==> src/rtl/score_arbiter_ctrl.sv <==
// Quiz-game score arbiter: synchronises player buttons, grants the first press per round,
// keeps saturating scores with thermometer LED bars, declares a winner and times a beep.
module score_arbiter_ctrl #(
  parameter int N_PLAYERS   = 2,
  parameter int SCORE_W     = 4,
  parameter int MAX_SCORE   = 5,
  parameter int LED_W       = 5,
  parameter int PENALTY_EN  = 1,
  parameter int BEEP_CYCLES = 8
) (
  input  logic                         clk,
  input  logic                         rst_n,
  input  logic [N_PLAYERS-1:0]         btn,
  input  logic                         answer_ok,
  input  logic                         round_next,
  input  logic                         game_clr,
  output logic [N_PLAYERS*SCORE_W-1:0] score,
  output logic [N_PLAYERS*LED_W-1:0]   led_bar,
  output logic                         grant_valid,
  output logic [2:0]                   grant_id,
  output logic                         winner_valid,
  output logic [2:0]                   winner_id,
  output logic                         beep
);

  localparam int BEEP_W = $clog2(BEEP_CYCLES + 1);
  localparam logic [SCORE_W-1:0] MAX_S = SCORE_W'(MAX_SCORE);

  typedef enum logic [1:0] {ST_ARMED, ST_LOCKED, ST_WON} state_t;

  function automatic logic [LED_W-1:0] therm(input logic [SCORE_W-1:0] s);
    logic [LED_W-1:0] t;
    t = '0;
    for (int j = 0; j < LED_W; j++) t[j] = (int'(s) > j);
    return t;
  endfunction

  logic [N_PLAYERS-1:0]       sync1_q, sync2_q, prev_q;
  logic [N_PLAYERS-1:0]       press;
  state_t                     state_q, state_d;
  logic [SCORE_W-1:0]         score_q [N_PLAYERS];
  logic [SCORE_W-1:0]         score_d [N_PLAYERS];
  logic [N_PLAYERS*LED_W-1:0] led_q, led_d;
  logic                       gv_q, gv_d, wv_q, wv_d;
  logic [2:0]                 gid_q, gid_d, wid_q, wid_d;
  logic [BEEP_W-1:0]          beep_cnt_q, beep_cnt_d;
  logic                       sel_found;
  int                         sel_idx;
  logic [SCORE_W-1:0]         inc_v;

  assign press = sync2_q & ~prev_q;

  always_comb begin
    state_d    = state_q;
    gv_d       = gv_q;
    gid_d      = gid_q;
    wv_d       = wv_q;
    wid_d      = wid_q;
    beep_cnt_d = (beep_cnt_q != '0) ? beep_cnt_q - 1'b1 : '0;
    inc_v      = '0;
    sel_found  = 1'b0;
    sel_idx    = 0;
    for (int i = 0; i < N_PLAYERS; i++) score_d[i] = score_q[i];
    // Fixed priority: the lowest-index press wins a simultaneous tie.
    for (int i = 0; i < N_PLAYERS; i++) begin
      if (press[i] && !sel_found) begin
        sel_found = 1'b1;
        sel_idx   = i;
      end
    end

    if (game_clr) begin
      for (int i = 0; i < N_PLAYERS; i++) score_d[i] = '0;
      gv_d       = 1'b0;
      wv_d       = 1'b0;
      beep_cnt_d = '0;
      state_d    = ST_ARMED;
    end else begin
      case (state_q)
        ST_ARMED: begin
          if (sel_found) begin
            gv_d       = 1'b1;
            gid_d      = 3'(sel_idx);
            beep_cnt_d = BEEP_W'(BEEP_CYCLES);
            state_d    = ST_LOCKED;
            for (int i = 0; i < N_PLAYERS; i++) begin
              if (i == sel_idx) begin
                if (answer_ok) begin
                  inc_v      = (score_q[i] < MAX_S) ? score_q[i] + 1'b1 : MAX_S;
                  score_d[i] = inc_v;
                  if (inc_v == MAX_S) begin
                    wv_d    = 1'b1;
                    wid_d   = 3'(sel_idx);
                    state_d = ST_WON;
                  end
                end else if (PENALTY_EN != 0 && score_q[i] != '0) begin
                  score_d[i] = score_q[i] - 1'b1;
                end
              end
            end
          end
        end
        ST_LOCKED: begin
          if (round_next) begin
            state_d = ST_ARMED;
            gv_d    = 1'b0;
          end
        end
        default: ;
      endcase
    end
  end

  always_comb begin
    led_d = '0;
    score = '0;
    for (int i = 0; i < N_PLAYERS; i++) begin
      led_d[i*LED_W +: LED_W]   = therm(score_q[i]);
      score[i*SCORE_W +: SCORE_W] = score_q[i];
    end
  end

  always_ff @(posedge clk or negedge rst_n) begin
    if (!rst_n) begin
      sync1_q    <= '0;
      sync2_q    <= '0;
      prev_q     <= '0;
      state_q    <= ST_ARMED;
      for (int i = 0; i < N_PLAYERS; i++) score_q[i] <= '0;
      led_q      <= '0;
      gv_q       <= 1'b0;
      gid_q      <= '0;
      wv_q       <= 1'b0;
      wid_q      <= '0;
      beep_cnt_q <= '0;
    end else begin
      sync1_q    <= btn;
      sync2_q    <= sync1_q;
      prev_q     <= sync2_q;
      state_q    <= state_d;
      for (int i = 0; i < N_PLAYERS; i++) score_q[i] <= score_d[i];
      led_q      <= led_d;
      gv_q       <= gv_d;
      gid_q      <= gid_d;
      wv_q       <= wv_d;
      wid_q      <= wid_d;
      beep_cnt_q <= beep_cnt_d;
    end
  end

  assign led_bar      = led_q;
  assign grant_valid  = gv_q;
  assign grant_id     = gid_q;
  assign winner_valid = wv_q;
  assign winner_id    = wid_q;
  assign beep         = (beep_cnt_q != '0);

endmodule

==> config.mk <==
export PLATFORM = sky130hd
export DESIGN_NAME = score_arbiter_ctrl
export DESIGN_NICKNAME = d
export VERILOG_FILES = /design/src/rtl/score_arbiter_ctrl.sv
export SDC_FILE = /design/constraint.sdc
export NUM_CORES = 1
export LEC_CHECK = 0
export ABC_AREA = 1
export CAP_MARGIN = 20
export CORE_ASPECT_RATIO = 1.5
export CORE_MARGIN = 1.5
export CORE_UTILIZATION = 44
export CTS_BUF_LIST = sky130_fd_sc_hd__clkbuf_8
export CTS_CLUSTER_DIAMETER = 50
export DETAILED_ROUTE_END_ITERATION = 6
export GPL_TIMING_DRIVEN = 0
export PLACE_DENSITY = 0.72
export SETUP_SLACK_MARGIN = 0.15
export SYNTH_ARGS = -nofsm -noshare
export SYNTH_HDL_FRONTEND = slang
export SYNTH_SLANG_ARGS = --single-unit
export TNS_END_PERCENT = 5
==> constraint.sdc <==
create_clock -name clk -period 2.35 [get_ports clk]
set_input_delay 0.705 -clock clk [delete_from_list [all_inputs] [get_ports clk]]
set_output_delay 0.705 -clock clk [all_outputs]
set_load 0.005 [all_outputs]
==> impl_metrics.csv <==
group,metric,value,unit
synthesis,synth_top_family_by_area,"simple AND/OR/NAND/NOR gates",
floorplanning,io_pins,34,
power,combPwrFrac,0.340,
power,p_int,1.48,mW
synthesis,synth_area_leaders,"dfrtp_1, nand2_1, ha_1",
cts,root_buffer,"clkbuf_8",
critical_path,path_cells,"clkdlybuf4s50_1",
cells_and_area,drive_above_1_share,0.140,
critical_path,critPathLaunchType,"flip-flop",
power,powerDensity,940,nW/um2
cts,cts.sinks,36,
route,viasPerCell,4.96,
timing,finalCritPeriodShare,0.870,
synthesis,ys_seq_elements,36,
critical_path,timing.rr.start,"score[5]",
synthesis,ys_seq_area_frac,0.500,
cts,path_clk_slew,0.07,ns
global_route,gr-total-overflow,0,
global_route,antenna_found_initial,0,
global_route,grt_usage,0.169,
route,dr.pass1.iters,4,
global_route,grt_pass1_vias,1398,
route,drtIter0Drc,26,
critical_path,cp.arrival,1.34,ns
timing,worst_pin_slew,0.777,ns
floorplanning,core,3920,um2
critical_path,max_stage_delay,0.56,ns
critical_path,crit_type,"flip-flop to output port",
outcome,status,"finished clean",
power,pwr-share-seq,0.389,
cells_and_area,areaGrowthSynthToFinish,27.2,%
hold_path,min_from,"sync1_q[0]",
critical_path,critPathTopFamily,"buffers and inverters",
critical_path,crit_cells,1,
critical_path,path_buf_inv,1,
floorplanning,rows,28,
synthesis,syn_avg_cell_area,8.58,um2
power,clkPwrFrac,0.271,
synthesis,synth.most_common_cell,"nand2_1",
route,ant_nets,0,
global_route,busiest_layer,"met2",
synthesis,synthTopCellsByCount,"nand2_1, dfrtp_1, inv_1, nand3_1",
critical_path,r2r-end,"score[6]",
synthesis,synth_mux_area_frac,0,
critical_path,crit_required,1.64,ns
critical_path,critPathMaxFanout,8,
timing,final-hold-violation-count,0,
cells_and_area,nFillCells,376,
route,routed_wl,3450,um
power,power_leakage,1.20,nW
synthesis,synthArstFlopShare,1.00,
synthesis,netlist_area,1800,um2
floorplanning,die_w,55.3,um
cells_and_area,final_cells,295,
place,hpwlAfterDp,2530,um
synthesis,yosys_warnings,0,
timing,min_period,2.05,ns
power,total_power,2.15,mW
critical_path,rr_worst_depth,9,
synthesis,synth_largest_area_cell,"dfrtp_1",
power,power_switching,0.671,mW
timing,rsz0062_at_grt,"no",
route,via_count,1463,
power,netSwitchingFraction,0.312,
hold_path,min_path_type,"flip-flop to flip-flop",
synthesis,synth_top_area_frac,0.500,
cts,cts_buffer_depth,2,
floorplanning,start_util,0.459,
timing,setup_violations,0,
route,drc,0,
place,port_buffers,31,
synthesis,synth-edff-count,0,
synthesis,syn_inst,210,
synthesis,synth_xor_area_frac,0.0146,
synthesis,synth_fa_ha_area_frac,0.0694,
cts,ctsHoldBuffers,0,
cts,numCtsBuffers,5,
cts,cts_tree,"yes",
timing,max_clock_freq,489,MHz
cts,clk-insertion-delay-late,0.29,ns
power,peakVddDrop,0.521,mV
run,cap_violations,0,
route,wl_per_cell,11.7,um
global_route,grt_max_degree,37,
synthesis,synth.distinct_cells,26,
synthesis,synth-compound-area-share,0.0583,
cells_and_area,final_util,0.584,
global_route,met2_usage,0.301,
timing,skew,0.00556,ns
cells_and_area,fin_nets,266,
timing,drv_slew,0,
critical_path,crit_path_top_delay_cell,"clkdlybuf4s50_1",
floorplanning,die-height,81.4,um
global_route,grt_pass1_wl,5920,um
place,gp_congestion,0.886,
hold_path,holdPathEnd,"sync2_q[0]",
cts,cts_max_level,2,
hold_path,holdPathStages,0,
critical_path,regToRegSetupSlack,0.83,ns
floorplanning,die_area,4500,um2
critical_path,crit_path_end_kind,"output port",
cells_and_area,antenna_cells,0,
place,place_inst,287,
synthesis,yosys.area_share.simple,0.274,
global_route,met1_usage,0.185,
timing,relSlewSlack,0.482,
synthesis,synth_top_flop_cell,"dfrtp_1",
global_route,gr-usage-met3,0.0334,
==> how the worst max path moves through the flow <==
stage / slack, ns / start / end
finish: 0.30 / score[0] / score[0]
global route: 0.23 / score[0] / score[0]
CTS: 0.29 / score[0] / score[0]
detailed placement: 0.31 / game_clr / score[2]
global placement: -0.18 / rst_n / score[5]
floorplan: 0.95 / beep_cnt_q[0] / beep
==> power by group through the flow <==
stage	clock network [mW]	logic [mW]	registers, mW
2_1_floorplan	0	0.409	0.846
5_1_grt	0.620	0.831	0.857
6_report	0.584	0.733	0.837
4_1_cts	0.598	0.740	0.840
3_3_place_gp	0	0.732	0.847
3_5_place_dp	0	0.744	0.851
==> placed cells by master (no fill, tap or decap), types with 6 or more instances in the layout <==
master,count
nor2_2,6
dfrtp_1,36
clkbuf_8,7
ha_1,10
nand3_1,21
inv_2,8
o21ai_0,11
nand2_1,56
clkdlybuf4s50_1,29
inv_1,21
nor2_1,11
==> cells by family after synthesis <==
| group | after synthesis |
|---|---|
| buf+inv | 34 |
| flops | 36 |
| simple gates | 106 |
| fa+ha+maj | 10 |
| other cells | 1 |
| xor+xnor | 3 |
| compound gates | 20 |
==> state kept, by name, summed over array words and instances (netlist names) <==
| name | count |
|---|---|
| score | 8 |
| prev_q | 2 |
| sync2_q | 2 |
| winner_valid | 1 |
| grant_valid | 1 |
| state_q | 2 |
| winner_id | 3 |
| sync1_q | 2 |
| grant_id | 1 |
| led_bar | 10 |
| beep_cnt_q | 4 |
==> what timing repair did <==
| action | CTS | global route |
|---|---|---|
| gates resized for setup | 1 | 0 |
| setup buffers | 0 | 0 |
| setup endpoints to repair | 1 | 0 |
==> through the flow <==
step	setup TNS (ns)	hold WS (ns)	instance area [um2]	setup slack (ns)
floorplan	0	0.331	1810	0.946
detailed placement	0	0.337	2170	0.310
finish	0	0.349	2290	0.305
CTS	0	0.353	2290	0.287
global route	0	0.368	2290	0.231
global placement	-6.25	0.336	2170	-0.175
==> area by class of cell <==
cell class	instances	area, um2	share of cell area
sequential	36	901	0.393
multi-input combinational	141	757	0.330
timing repair buffer	31	304	0.133
inverter	29	109	0.0475
clock buffer	7	96.3	0.0420
tap	45	56.3	0.0246
buffer	5	38.8	0.0169
clock inverter	1	30.0	0.0131
==> layer usage <==
layer | wire length [um] | part of all wire
met1 | 1420 | 0.41
met2 | 1750 | 0.51
met3 | 148 | 0.043
met4 | 131 | 0.038
met5 | 0 | 0
No activity file was read; power rests on OpenSTA's default activity.
